--- src/rtl/line_raster_engine.sv ---
// line_raster_engine
// Bresenham line rasteriser for the AR overlay path. Accepts one segment
// (x0,y0)->(x1,y1) with a colour and emits one clipped pixel coordinate per
// cycle toward the frame-buffer writer, under valid/ready backpressure.
//
// Ports
//   clk_in, rst_in          clock, asynchronous active-low reset
//   seg_valid_in/ready_out  segment handshake (ready only while idle)
//   x0_in,y0_in,x1_in,y1_in signed endpoints (COORD_W)
//   color_in                segment colour
//   pix_valid_out/ready_in  pixel handshake
//   pix_x_out,pix_y_out     on-screen pixel coordinate
//   pix_color_out           pixel colour
//   done_out                1-cycle pulse when the segment finishes
//   abort_out               pulses with done_out when MAX_LEN steps were hit
//   dash_in                 (LINE_DASH_EN only) 16-bit dash pattern
//
// Build option: define LINE_DASH_EN to add dash_in; step i is emitted only
// when dash[i%16]=1, masked steps advance without a handshake.
//
// state | meaning
// ------+---------------------------------------------------------------
// IDLE  | ready for a segment, endpoints/colour latched on handshake
// SETUP | compute |dx|, -|dy|, step directions, initial error
// STEP  | present current point; advance on drop or pixel handshake
// DONE  | one-cycle done_out (abort_out when the step cap was reached)
module line_raster_engine #(
    parameter int COORD_W = 16,
    parameter int COLOR_W = 4,
    parameter int H_RES   = 1024,
    parameter int V_RES   = 768,
    parameter int MAX_LEN = 4096
) (
    input  logic                       clk_in,
    input  logic                       rst_in,
    input  logic                       seg_valid_in,
    output logic                       seg_ready_out,
    input  logic signed [COORD_W-1:0]  x0_in,
    input  logic signed [COORD_W-1:0]  y0_in,
    input  logic signed [COORD_W-1:0]  x1_in,
    input  logic signed [COORD_W-1:0]  y1_in,
    input  logic [COLOR_W-1:0]         color_in,
`ifdef LINE_DASH_EN
    input  logic [15:0]                dash_in,
`endif
    output logic                       pix_valid_out,
    input  logic                       pix_ready_in,
    output logic [$clog2(H_RES)-1:0]   pix_x_out,
    output logic [$clog2(V_RES)-1:0]   pix_y_out,
    output logic [COLOR_W-1:0]         pix_color_out,
    output logic                       done_out,
    output logic                       abort_out
);

    localparam int W  = COORD_W + 2;
    localparam int XW = $clog2(H_RES);
    localparam int YW = $clog2(V_RES);
    localparam int CW = $clog2(MAX_LEN + 1);
    localparam logic signed [W-1:0] H_LIM = W'(H_RES);
    localparam logic signed [W-1:0] V_LIM = W'(V_RES);
    localparam logic signed [W-1:0] ONE   = W'(1);

    typedef enum logic [1:0] {S_IDLE, S_SETUP, S_STEP, S_DONE} state_t;

    state_t               state_q, state_d;
    logic signed [W-1:0]  x_q, x_d, y_q, y_d, x1_q, x1_d, y1_q, y1_d;
    logic signed [W-1:0]  dx_q, dx_d, dy_q, dy_d, err_q, err_d;
    logic                 sx_neg_q, sx_neg_d, sy_neg_q, sy_neg_d;
    logic [COLOR_W-1:0]   color_q, color_d;
    logic [CW-1:0]        cnt_q, cnt_d;
    logic                 abort_q, abort_d;
    logic [15:0]          dash_q, dash_d;

    logic signed [W-1:0]  dx_raw, dy_raw, dx_abs, dy_abs, err_n;
    logic signed [W:0]    e2;
    logic                 on_screen, dash_bit, emit, advance, at_end;

    always_comb begin
        dx_raw    = x1_q - x_q;
        dy_raw    = y1_q - y_q;
        dx_abs    = dx_raw[W-1] ? -dx_raw : dx_raw;
        dy_abs    = dy_raw[W-1] ? -dy_raw : dy_raw;
        // err is doubled one bit wider so 2*err can never wrap
        e2        = $signed({err_q, 1'b0});
        on_screen = !x_q[W-1] && (x_q < H_LIM) && !y_q[W-1] && (y_q < V_LIM);
`ifdef LINE_DASH_EN
        dash_bit  = dash_q[0];
`else
        dash_bit  = 1'b1;
`endif
        emit      = (state_q == S_STEP) && on_screen && dash_bit;
        advance   = (state_q == S_STEP) && (!emit || pix_ready_in);
        at_end    = (x_q == x1_q) && (y_q == y1_q);
    end

    always_comb begin
        state_d  = state_q;
        x_d      = x_q;
        y_d      = y_q;
        x1_d     = x1_q;
        y1_d     = y1_q;
        dx_d     = dx_q;
        dy_d     = dy_q;
        err_d    = err_q;
        sx_neg_d = sx_neg_q;
        sy_neg_d = sy_neg_q;
        color_d  = color_q;
        cnt_d    = cnt_q;
        abort_d  = abort_q;
        dash_d   = dash_q;
        err_n    = err_q;
        case (state_q)
            S_IDLE: begin
                if (seg_valid_in) begin
                    x_d     = {{2{x0_in[COORD_W-1]}}, x0_in};
                    y_d     = {{2{y0_in[COORD_W-1]}}, y0_in};
                    x1_d    = {{2{x1_in[COORD_W-1]}}, x1_in};
                    y1_d    = {{2{y1_in[COORD_W-1]}}, y1_in};
                    color_d = color_in;
`ifdef LINE_DASH_EN
                    dash_d  = dash_in;
`endif
                    state_d = S_SETUP;
                end
            end
            S_SETUP: begin
                dx_d     = dx_abs;
                dy_d     = -dy_abs;
                sx_neg_d = dx_raw[W-1];
                sy_neg_d = dy_raw[W-1];
                err_d    = dx_abs - dy_abs;
                cnt_d    = CW'(MAX_LEN);
                abort_d  = 1'b0;
                state_d  = S_STEP;
            end
            S_STEP: begin
                if (advance) begin
                    if (at_end) begin
                        abort_d = 1'b0;
                        state_d = S_DONE;
                    end else begin
                        if (e2 >= $signed({dy_q[W-1], dy_q})) begin
                            err_n = err_n + dy_q;
                            x_d   = sx_neg_q ? x_q - ONE : x_q + ONE;
                        end
                        if (e2 <= $signed({dx_q[W-1], dx_q})) begin
                            err_n = err_n + dx_q;
                            y_d   = sy_neg_q ? y_q - ONE : y_q + ONE;
                        end
                        err_d  = err_n;
                        cnt_d  = cnt_q - CW'(1);
                        // rotating the pattern keeps dash_q[0] aligned to step index % 16
                        dash_d = {dash_q[0], dash_q[15:1]};
                        if (cnt_q == CW'(1)) begin
                            abort_d = 1'b1;
                            state_d = S_DONE;
                        end
                    end
                end
            end
            default: state_d = S_IDLE;
        endcase
    end

    always_ff @(posedge clk_in or negedge rst_in) begin
        if (!rst_in) begin
            state_q  <= S_IDLE;
            x_q      <= '0;
            y_q      <= '0;
            x1_q     <= '0;
            y1_q     <= '0;
            dx_q     <= '0;
            dy_q     <= '0;
            err_q    <= '0;
            sx_neg_q <= 1'b0;
            sy_neg_q <= 1'b0;
            color_q  <= '0;
            cnt_q    <= '0;
            abort_q  <= 1'b0;
            dash_q   <= '1;
        end else begin
            state_q  <= state_d;
            x_q      <= x_d;
            y_q      <= y_d;
            x1_q     <= x1_d;
            y1_q     <= y1_d;
            dx_q     <= dx_d;
            dy_q     <= dy_d;
            err_q    <= err_d;
            sx_neg_q <= sx_neg_d;
            sy_neg_q <= sy_neg_d;
            color_q  <= color_d;
            cnt_q    <= cnt_d;
            abort_q  <= abort_d;
            dash_q   <= dash_d;
        end
    end

    assign seg_ready_out = (state_q == S_IDLE);
    assign pix_valid_out = emit;
    assign pix_x_out     = x_q[XW-1:0];
    assign pix_y_out     = y_q[YW-1:0];
    assign pix_color_out = color_q;
    assign done_out      = (state_q == S_DONE);
    assign abort_out     = (state_q == S_DONE) && abort_q;

endmodule

--- config.mk ---
export PLATFORM = sky130hd
export DESIGN_NAME = line_raster_engine
export DESIGN_NICKNAME = d
export VERILOG_FILES = /design/src/rtl/line_raster_engine.sv
export SDC_FILE = /design/constraint.sdc
export NUM_CORES = 1
export LEC_CHECK = 0
export BUFFER_PORTS_ARGS = -buffer_cell sky130_fd_sc_hd__buf_2
export CAP_MARGIN = 25
export CELL_PAD_IN_SITES_DETAIL_PLACEMENT = 1
export CELL_PAD_IN_SITES_GLOBAL_PLACEMENT = 2
export CORE_MARGIN = 4
export CORE_UTILIZATION = 39
export DETAILED_ROUTE_END_ITERATION = 8
export HOLD_SLACK_MARGIN = 0.03
export PLACE_DENSITY_LB_ADDON = 0.12
export SYNTH_ARGS = -nofsm -noshare
export SYNTH_HDL_FRONTEND = slang
export SYNTH_SLANG_ARGS = --single-unit
export TNS_END_PERCENT = 5
--- constraint.sdc ---
create_clock -name clk_in -period 6.7 [get_ports clk_in]
set_clock_uncertainty 0.05 [all_clocks]
set_input_delay 1.34 -clock clk_in [delete_from_list [all_inputs] [get_ports clk_in]]
set_output_delay 1.34 -clock clk_in [all_outputs]
set_load 0.02 [all_outputs]
Word level (Yosys, flattened, before mapping)
Cells that the tools add are included.

Add/sub/neg operators: 13. Reduce and logical (&&, ||, !) cells: 20. Muxes and demuxes: 34. Eq/ne operators: 12. $lt $le $gt $ge: 4.

Operators by type and width (number): 18-bit 2-to-1 mux (19); 18-bit case mux with 2 select lines (3); 18-bit negator (3); 18-bit adder (2); 18-bit by 2-bit adder with 18-bit output (second input constant) (2); 18-bit by 16-bit equality test with 1-bit output (2); 16-bit by 18-bit subtractor with 18-bit output (2); 18-bit by 2-bit subtractor with 18-bit output (second input constant) (2); 13-bit 2-to-1 mux (2); 13-bit case mux with 2 select lines (1); 19-bit by 18-bit greater-or-equal comparator with 1-bit output (1); 19-bit by 18-bit less-or-equal comparator with 1-bit output (1); 18-bit by 11-bit < comparator with 1-bit output (second input constant) (1); 18-bit by 12-bit < comparator with 1-bit output (second input constant) (1); 18-bit subtractor (1); 13-bit by 1-bit equality test with 1-bit output (second input constant) (1); 13-bit by 1-bit subtractor with 13-bit output (second input constant) (1); 5-bit AND reduction (2); 3-bit AND reduction (3); 2-bit 2-to-1 mux (4); 1-bit logical AND (7); 2-bit inequality test (second input constant) (3); 2-bit case mux with 3 select lines (1); 2-bit equality test (second input constant) (2); other kinds (10) (16).

Logic and storage cells: 96. Bits in registers: 144. Output and inout port bits: 28. Input bits: 72.

Logic depth before layout (Yosys ltp)
Gate-level depths: netlist of run 1.

Word-level depth: 15. Mapped depth: 27. Mapped depth without buffers: 26.

Worst setup path after synthesis of run 1
No wires, ideal clock.

Path type: register to register. Start point: register dy_q[1]. End point: register err_q[17]. Required time: 6.517 ns. Path buffers: 2. Stages on the path, launching flop included: 28. Arrival: 5.467 ns. Path slack: 1.050 ns. Period minus slack after synthesis: 5.650 ns. Setup time: 0.133 ns. Path through: dfrtp_1 inv_1 ha_1 nor2b_1 o21a_1 o21a_1 o21ai_1 a21oi_1 nor4_1 o31ai_1 a311oi_2 buf_2 buf_2 mux2i_1 inv_1 ha_1 a21o_1 a21o_1 a21oi_1 o21ai_0 a2111o_1 and3_1 o31ai_1 a21oi_1 nor3b_1 o21ai_0 a22oi_1 o211ai_2.

Cells in the longest elaborated chain, start to end: 10. Elaborated cells on any way between the ends: 11. Those cells by class: 2 x add/sub; 1 x order compare; 8 x mux.

Ends and longest elaborated chain: start: declaration (line 67) `logic signed [W-1:0] dx_q, dx_d, dy_q, dy_d, err_q, err_d;`; start signal: assignment (line 188) `dy_q <= dy_d;`; 18-bit adder / 19-bit by 18-bit greater-or-equal comparator with 1-bit output (equally long branches) (line 143, 142); 18-bit 2-to-1 mux (*) (line 142) `if (e2 >= $signed({dy_q[W-1], dy_q})) begin`; 18-bit 2-to-1 mux (*) (line 138) `if (at_end) begin`; 18-bit 2-to-1 mux (*) (line 137) `if (advance) begin`; 18-bit 2-to-1 mux (*) (line 112) `case (state_q)`; 18-bit adder (line 147) `err_n = err_n + dx_q;`; 18-bit 2-to-1 mux (*) (line 146) `if (e2 <= $signed({dx_q[W-1], dx_q})) begin`; 18-bit 2-to-1 mux (*) (line 138); 18-bit 2-to-1 mux (*) (line 137); 18-bit case mux with 2 select lines (*) (line 112); end signal: assignment (line 189) `err_q <= err_d;`; end: declaration (line 67).

Every way passes the cells marked *; elsewhere a longest branch is shown, timed or not. The select of a mux whose other input is x is not followed. A chain may end at the register's enable or synchronous reset.

Worst setup path in the final report of run 1
Same ends and word-level chain as after synthesis.

==> results of run 1 <==
## placed cells by master, fill, tap and decap left out, types with 12 or more instances in the layout
| master | n |
|---|---|
| a211oi_1 | 18 |
| a21o_1 | 33 |
| a21oi_1 | 143 |
| a31oi_1 | 22 |
| and2_1 | 14 |
| and3_1 | 13 |
| buf_2 | 98 |
| buf_4 | 18 |
| clkbuf_16 | 17 |
| dfrtp_1 | 144 |
| ha_1 | 158 |
| inv_1 | 130 |
| mux2_2 | 56 |
| mux2i_1 | 30 |
| nand2_1 | 107 |
| nand2b_1 | 16 |
| nand3_1 | 29 |
| nand4_1 | 17 |
| nor2_1 | 158 |
| nor2b_1 | 22 |
| nor3_1 | 37 |
| o21a_1 | 27 |
| o21ai_0 | 100 |
| o21bai_1 | 12 |
| or3_1 | 13 |
| xnor2_1 | 80 |
| xor2_1 | 50 |
## per-layer routing
layer	GRT usage	share of wire
met1	0.3051	0.49
met2	0.3784	0.47
met3	0.02811	0.023
met4	0.05236	0.016
met5	0	0
## registers in the layout, summed over array words and instances, names as in the netlist
signal	count
y1_q	16
x1_q	16
dx_q	18
sx_neg_q	1
pix_color_out	4
state_q	2
sy_neg_q	1
x_q	18
cnt_q	13
err_q	18
y_q	18
dy_q	18
abort_q	1
## logic make-up after synthesis
logic type | after synthesis | synth area share
DFF | 144 | 0.2495
muxes | 86 | 0.06446
adders and majority gates | 167 | 0.1483
xor gates and xnor gates | 134 | 0.08378
and+or+nand+nor | 487 | 0.1704
AOI/OAI and AO/OA | 484 | 0.2257
buffers and inverters | 197 | 0.05779
## through the flow
stage,setup slack [ps],utilization
floorplan,1050,-
global placement,909.6,0.4193
detailed placement,645.3,0.4193
CTS,618.9,0.4355
global route,144.4,0.4355
finish,650.5,0.4355
## final timing paths
kind                                     startpoint               endpoint  slack (ps)  depth (start not counted)
worst max-delay path            dy_q[1]$_DFFE_PN0P_  err_q[17]$_DFFE_PN0P_         650                         25
worst min-delay path            abort_q$_DFFE_PN0P_    abort_q$_DFFE_PN0P_         430                          1
worst max register to register  dy_q[1]$_DFFE_PN0P_  err_q[17]$_DFFE_PN0P_         650                         25
worst min register to register  abort_q$_DFFE_PN0P_    abort_q$_DFFE_PN0P_         430                          1
max in group asynchronous                    rst_in    x_q[13]$_DFFE_PN0P_        4580                          2
min in group asynchronous                    rst_in    dy_q[1]$_DFFE_PN0P_         760                          1
## worst max-delay path: stages, from the launching register on
cell      delay (ps)
dfrtp_1          400
inv_1             80
ha_1             290
nor2b_1          140
o21a_1           170
o21a_1           160
o21ai_1          130
a21oi_1           90
nor4_1           250
o31ai_1          150
a311oi_4         460
mux2i_1          340
inv_1            100
ha_1             290
a21o_1           170
a21o_1           190
a21oi_1          230
o21ai_0          230
a2111o_1         460
and3_1           180
o31ai_1          340
a21oi_1          120
nor3b_1          360
o21ai_0          170
a22oi_1          250
o211ai_2         110
## layout make-up
cell class                      instances  area (µm²)  share of cell area
Sequential cell                       144        3603              0.2260
Timing Repair Buffer                  117       636.9             0.03994
Inverter                              131       491.7             0.03084
Clock buffer                           17       425.4             0.02668
Multi-Input combinational cell       1358       10030              0.6293
Tap cell                              468       585.6             0.03673
Clock inverter                         14       167.7             0.01052
==> run summary, run 1 <==
=================================================================================================
Result of the run .................................................................. finished, final reports clean
Routed vias/inst ...................................................................        5.616
Share of the yosys chip area belonging to registers ................................       0.2495
Kind of capture point of the worst setup path ......................................         flop
Fin Hold WS ........................................................................     434.8 ps
Mapped Cells .......................................................................         1699
Wirelength, routed .................................................................     45440 µm
DR iter-0 viols ....................................................................          497
CP Data Required Time ..............................................................      6970 ps
Number of distinct library cell variants in the gate-level netlist after synthesis .          103
Number of flops mapped to enable cells by yosys ....................................            0
Post-DP HPWL .......................................................................     36340 µm
Total negative slack ...............................................................         0 ps
Die outline height .................................................................     200.4 µm
Number of rows in the core area ....................................................           70
Filler cells .......................................................................         4413
Routed WL per cell .................................................................     20.21 µm
Area share of the largest cell type after synthesis ................................       0.2495
Synth Flop Type ....................................................................      dfrtp_1
Crit path DAT ......................................................................      6320 ps
Slew Viols, Final ..................................................................            0
# H-tree levels ....................................................................            4
Sink count of the clock tree .......................................................          144
Cell types occupying the most area after synthesis ................................. dfrtp_1 (25%), ha_1 (14%), a21oi_1 (5.0%)
Initial antenna violation count ....................................................            1
Worst slew margin ..................................................................       0.3792
Gr usage total .....................................................................       0.2232
Starting utilization of the core area ..............................................       0.3945
Largest net degree at the start of global routing ..................................           59
Syn Nets ...........................................................................         1938
Highest attainable clock frequency .................................................    165.3 MHz
Unrepaired setup endpoints after global routing ....................................           no
Aggregate global routing overflow ..................................................            0
Total via count in the routed design ...............................................        12630
Worst-Skew Late Latency ............................................................       450 ps
Most numerous cell types in the synthesized netlist ................................ ha_1 (160), nor2_1 (158), a21oi_1 (145)
Max capacitance violation total ....................................................            0
Number of warnings printed during yosys synthesis ..................................            0
Proportion of layout cells with a drive suffix above 1 .............................       0.1527
Proportion of register bits with asynchronous set or reset after synthesis .........        1.000
First-pass DRT Iterations ..........................................................            5
Area Growth Syn to Fin .............................................................       10.41%
Critical Path Start Type ...........................................................         flop
Cell taking the most area after synthesis ..........................................      dfrtp_1
Total number of nets in the final design ...........................................         2008
Final Wtd Congestion ...............................................................       0.8241
Post-detailed-placement cell area ..................................................  0.01535 mm²
Number of buffers on the longest clock path ........................................            2
Final Hold Violating Endpoints .....................................................            0
Worst-margin pin slew ..............................................................     931.2 ps
Finish-stage setup viols ...........................................................            0
CTS Hold Bufs ......................................................................            0
Instance count after placement with tap cells included .............................         2218
Type of the worst setup path .......................................................      reg2reg
Final critical-path required period ................................................      6049 ps
Fraction of the cycle the final worst path needs ...................................       0.9029
Placeable Area .....................................................................  0.03661 mm²
TritonCTS clock tree ...............................................................        built
Number of setup buffers added after CTS ............................................            0
Mapped Area ........................................................................  0.01444 mm²
Residual DRC count .................................................................            0
Vias in the first global route .....................................................        13260
I/O Pins ...........................................................................          100
Largest fanout on the critical path ................................................            5
Post-route antenna net violation count .............................................            0
Port buffer count ..................................................................           99
Register bit count reported by yosys ...............................................          144
Dominant cell by count in the synthesized netlist ..................................         ha_1
Class of the tightest hold or removal check ........................................      reg2reg
Die Width ..........................................................................     200.4 µm
First-pass GRT wire length .........................................................     72710 µm
Number of cells in the finished layout apart from fillers ..........................         2249
CTS root buf .......................................................................    clkbuf_16
Average instance area after synthesis ..............................................    8.500 µm²
Count of antenna diodes in the layout ..............................................            0
CTS resizes ........................................................................            0
Total Die Area .....................................................................  0.04017 mm²
Cell area after layout .............................................................  0.01594 mm²
Clock transition at the registers of the reported paths ............................        80 ps
Number of CTS-inserted buffers .....................................................           17
=================================================================================================
Power of run 1 is left out: the tool's default activity adds up to more than one toggle a clock period on the data nets, which glitch-free logic cannot reach.
==> run 2: changes to the inputs <==
MAX_ROUTING_LAYER = met4   (was not set)
==> run 2 against run 1 <==
Die area is the same. Clock-buffer cell count is the same. Global-route usage grew 0.67 points. Highest routed layer unchanged.
==> run summary, run 2 (synthesis gave the netlist of run 1 again) <==
==============================================================================
Result of the run ............................................... finished, final reports clean
Proportion of layout cells with a drive suffix above 1 ..........       0.1527
Worst-Skew Late Latency .........................................       450 ps
Largest net degree at the start of global routing ...............           59
Total number of nets in the final design ........................         2008
Class of the tightest hold or removal check .....................      reg2reg
Critical Path Start Type ........................................         flop
Die outline height ..............................................     200.4 µm
Worst path top cell family by delay ............................. compound AO/OA/AOI/OAI gates
Worst slew margin ...............................................       0.3908
Vias in the first global route ..................................        13260
Instance count after placement with tap cells included ..........         2218
CTS resizes .....................................................            0
CP Data Required Time ...........................................      6980 ps
Post-route antenna net violation count ..........................            0
Die Width .......................................................     200.4 µm
Highest metal layer with signal wires ...........................         met4
Setup slack, reg-to-reg .........................................       650 ps
Number of CTS-inserted buffers ..................................           17
Total negative slack ............................................         0 ps
Most frequent CP cell ...........................................      a21oi_1
Endpoint of the lowest-slack register-to-register path .......... err_q[17]$_DFFE_PN0P_
RR Startpoint ................................................... dy_q[1]$_DFFE_PN0P_
Number of rows in the core area .................................           70
Count of antenna diodes in the layout ...........................            0
M1 WL ...........................................................     22120 µm
Number of cell instances on the worst register-to-register path .           25
Sink count of the clock tree ....................................          144
Type of the worst setup path ....................................      reg2reg
Largest fanout on the critical path .............................            5
Clock transition at the registers of the reported paths .........        80 ps
Cell area after layout ..........................................  0.01594 mm²
Wirelength, routed ..............................................     45500 µm
Final Wtd Congestion ............................................       0.8381
Worst-margin pin slew ...........................................     913.8 ps
CTS Hold Bufs ...................................................            0
DR WL met3 ......................................................      1193 µm
DR iter-0 viols .................................................          489
Met2 routed WL ..................................................     21440 µm
Number of buffers on the longest clock path .....................            2
Routed WL per cell ..............................................     20.23 µm
Kind of capture point of the worst setup path ...................         flop
Finish-stage setup viols ........................................            0
Number of cells in the finished layout apart from fillers .......         2249
Slew Viols, Final ...............................................            0
Post-layout utilization of the core .............................       0.4355
Starting utilization of the core area ...........................       0.3945
TritonCTS clock tree ............................................        built
Max capacitance violation total .................................            0
End point of the most critical hold path ........................ abort_q$_DFFE_PN0P_
Post-DP HPWL ....................................................     36340 µm
Total Die Area ..................................................  0.04017 mm²
Aggregate global routing overflow ...............................            0
Critical path buffer and inverter count .........................            2
Final critical-path required period .............................      6048 ps
Number of setup buffers added after CTS .........................            0
Gr usage total ..................................................       0.2299
Highest attainable clock frequency ..............................    165.4 MHz
Unrepaired setup endpoints after global routing .................           no
Area Growth Syn to Fin ..........................................       10.41%
I/O Pins ........................................................          100
First-pass GRT wire length ......................................     72760 µm
Placeable Area ..................................................  0.03661 mm²
Total via count in the routed design ............................        12680
Port buffer count ...............................................           99
HP Start ........................................................ abort_q$_DFFE_PN0P_
Top library cells by usage in the layout, fill and taps aside ... nor2_1 (158), ha_1 (158), dfrtp_1 (144), a21oi_1 (143), inv_1 (130)
Final Hold Violating Endpoints ..................................            0
Crit path DAT ...................................................      6330 ps
First-pass DRT Iterations .......................................            5
# H-tree levels .................................................            4
Post-detailed-placement cell area ...............................  0.01535 mm²
Fraction of the cycle the final worst path needs ................       0.9026
Initial antenna violation count .................................            1
Residual DRC count ..............................................            0
CTS root buf ....................................................    clkbuf_16
Routed vias/inst ................................................        5.637
Critical Path Slowest Stage Cell ................................     a311oi_4
Hold Path Cell Cnt ..............................................            1
Worst path max stage delay ......................................       460 ps
==============================================================================
==> run 2: cell counts in the layout (fill, tap and decap cells not counted) <==
No cell type changed its count.
==> run 2: layout make-up <==
type	instances	area [µm²]
timing repair buffer	117	636.9
clock buffer	17	425.4
tap	468	585.6
clock inverter	14	167.7
multi-input combinational	1358	10030
fill	4413	20670
sequential	144	3603
inverter	131	491.7
==> run 2: worst register-to-register path: stages, from the launching register on <==
cell	delay (ps)
dfrtp_1	400
inv_1	80
ha_1	290
nor2b_1	140
o21a_1	170
o21a_1	160
o21ai_1	130
a21oi_1	90
nor4_1	250
o31ai_1	150
a311oi_4	460
mux2i_1	350
inv_1	100
ha_1	280
a21o_1	170
a21o_1	190
a21oi_1	240
o21ai_0	230
a2111o_1	460
and3_1	180
o31ai_1	330
a21oi_1	120
nor3b_1	370
o21ai_0	180
a22oi_1	250
o211ai_2	110
==> run 2: worst max-delay path by stage <==
stage / from / to / slack, ps / depth (start not counted)
after floorplan: dy_q[1]$_DFFE_PN0P_ / err_q[17]$_DFFE_PN0P_ / 1050 / 27
after global placement: y_q[2]$_DFFE_PN0P_ / err_q[13]$_DFFE_PN0P_ / 910 / 22
after detailed placement: dy_q[1]$_DFFE_PN0P_ / err_q[17]$_DFFE_PN0P_ / 650 / 25
after CTS: dy_q[1]$_DFFE_PN0P_ / err_q[17]$_DFFE_PN0P_ / 620 / 25
after global routing: dy_q[1]$_DFFE_PN0P_ / err_q[17]$_DFFE_PN0P_ / 140 / 25
final: dy_q[1]$_DFFE_PN0P_ / err_q[17]$_DFFE_PN0P_ / 650 / 25
==> run 2: stage by stage <==
stage,hold WS (ps),setup WS [ps]
final,434.5,652.3
after global routing,464.8,141.1
after CTS,443.4,618.9
after detailed placement,424.6,645.3
after global placement,422.6,909.6
after floorplan,402.3,1050
==> run 2: per-layer routing <==
metal,vias to the layer above,global-route usage
met5,-,-
met4,0,0.05236
met3,42,0.02536
met2,186,0.3777
met1,6237,0.3077
li1,6213,-
Power of run 2 is left out for the same reason.
==> run 3: changes to the inputs <==
CORE_MARGIN = 2   (was 4)
==> run 3 against run 2 <==
Setup slack got worse by 7.3 ps. Hold slack gained 16 ps. Non-clock buffer count down 4. Sequential share of layout area about the same. Final cell count fell by 0.18%. Routed wire length decreased by 1.6%. Critical endpoint unchanged. Highest routed layer unchanged.
==> run summary, run 3 (synthesis gave the netlist of run 1 again) <==
==============================================================================
Result of the run ............................................... finished, final reports clean
Residual DRC count ..............................................            0
Final critical-path required period .............................      6055 ps
Final Hold Violating Endpoints ..................................            0
Number of CTS-inserted buffers ..................................           17
CTS Hold Bufs ...................................................            0
# H-tree levels .................................................            4
Final Wtd Congestion ............................................       0.8546
Total number of nets in the final design ........................         2004
Filler cells ....................................................         4357
Routed WL per cell ..............................................     19.94 µm
I/O Pins ........................................................          100
Initial antenna violation count .................................            1
Sink count of the clock tree ....................................          144
Max capacitance violation total .................................            0
Die outline height ..............................................     196.4 µm
CTS root buf ....................................................    clkbuf_16
Crit path DAT ...................................................      6330 ps
Endpoint of the lowest-slack register-to-register path .......... err_q[17]$_DFFE_PN0P_
First-pass DRT Iterations .......................................            5
Port buffer count ...............................................           99
Critical Path Slowest Stage Cell ................................     a311oi_4
TritonCTS clock tree ............................................        built
Number of rows in the core area .................................           70
Worst slew margin ...............................................       0.3017
Critical Path Start Type ........................................         flop
Slew Viols, Final ...............................................            0
RR Startpoint ................................................... dy_q[1]$_DFFE_PN0P_
Placeable Area ..................................................  0.03652 mm²
Multi-input combinational cell area .............................  0.01003 mm²
Number of cell instances on the worst register-to-register path .           25
Total via count in the routed design ............................        12570
CTS resizes .....................................................            0
Fraction of the cycle the final worst path needs ................       0.9037
Finish-stage setup viols ........................................            0
Register cell area after layout ................................. 0.003603 mm²
DR iter-0 viols .................................................          484
Routed vias/inst ................................................        5.598
Highest attainable clock frequency ..............................    165.2 MHz
Type of the worst setup path ....................................      reg2reg
Number of buffers on the longest clock path .....................            2
Proportion of layout cells with a drive suffix above 1 ..........       0.1498
Largest net degree at the start of global routing ...............           68
Top library cells by usage in the layout, fill and taps aside ... nor2_1 (158), ha_1 (158), dfrtp_1 (144), a21oi_1 (143), inv_1 (130)
Total Die Area ..................................................  0.03858 mm²
CP Data Required Time ...........................................      6970 ps
Clock transition at the registers of the reported paths .........        70 ps
Number of setup buffers added after CTS .........................            0
Vias in the first global route ..................................        13360
Launching instance or port of the critical path ................. dy_q[1]$_DFFE_PN0P_
Most frequent CP cell ...........................................      a21oi_1
First-pass GRT wire length ......................................     72470 µm
Worst-margin pin slew ...........................................      1038 ps
Starting utilization of the core area ...........................       0.3954
Unrepaired setup endpoints after global routing .................           no
Largest fanout on the critical path .............................            6
Class of the tightest hold or removal check .....................      reg2reg
Die Width .......................................................     196.4 µm
Wirelength, routed ..............................................     44760 µm
Worst path max stage delay ......................................       490 ps
CP endpoint ..................................................... err_q[17]$_DFFE_PN0P_
Area Growth Syn to Fin ..........................................       10.22%
Setup slack, reg-to-reg .........................................       650 ps
Kind of capture point of the worst setup path ...................         flop
Total negative slack ............................................         0 ps
Gr usage total ..................................................       0.2461
Post-DP HPWL ....................................................     35570 µm
Worst-Skew Late Latency .........................................       460 ps
Post-route antenna net violation count ..........................            0
Aggregate global routing overflow ...............................            0
==============================================================================
[run 3: cell count changes in the layout (fill, tap and decap cells not counted), sizes merged]
cell	before	now
diode	0	1
buf	117	113
clkinv	5	6
clkbuf	17	20
clkinvlp	6	2
inv	131	130
[run 3: how the worst min path moves through the flow]
stage	from	to	slack (ps)	depth (start not counted)
after floorplan	abort_q$_DFFE_PN0P_	abort_q$_DFFE_PN0P_	400	1
after global placement	abort_q$_DFFE_PN0P_	abort_q$_DFFE_PN0P_	410	1
after detailed placement	abort_q$_DFFE_PN0P_	abort_q$_DFFE_PN0P_	430	1
after CTS	abort_q$_DFFE_PN0P_	abort_q$_DFFE_PN0P_	450	1
after global routing	abort_q$_DFFE_PN0P_	abort_q$_DFFE_PN0P_	460	1
final	abort_q$_DFFE_PN0P_	abort_q$_DFFE_PN0P_	450	1
[run 3: stage by stage]
stage               setup WS [ps]  hold slack, ps  instance area [µm²]  instances  utilization
floorplan                    1050           402.3                14440       1699            -
global placement            889.7           412.9                15320       2214       0.4195
detailed placement          649.7           425.4                15320       2214       0.4195
CTS                         605.3           448.1                15920       2244       0.4358
global route                258.8           464.9                15920       2245       0.4358
finish                      645.0           451.0                15920       2245       0.4358
[run 3: per-layer routing]
layer  routed length [µm]  GRT usage  vias to the layer above
met3                 1260    0.02943                       63
met2                20630     0.3920                      191
met1                21600     0.3237                     6090
li1                     -          -                     6223
met5                    0          -                        -
met4                 1273    0.08698                        0
[run 3: worst max-delay path: cells and delay by family, from the launching register on]
family	cells	cell delay, ps
DFF	1	400
adders and majority gates	2	570
AOI/OAI and AO/OA	16	3390
and+or+nand+nor	4	950
buffers and inverters	2	180
muxes	1	350
[run 3: area by class of cell]
cell class                      instances  share of cell area
Antenna cell                            1           0.0001572
Clock buffer                           20             0.02869
Clock inverter                         10            0.008646
Inverter                              131             0.03089
Multi-Input combinational cell       1358              0.6303
Sequential cell                       144              0.2264
Tap cell                              468             0.03679
Timing Repair Buffer                  113             0.03812
Power of run 3 is left out for the same reason.
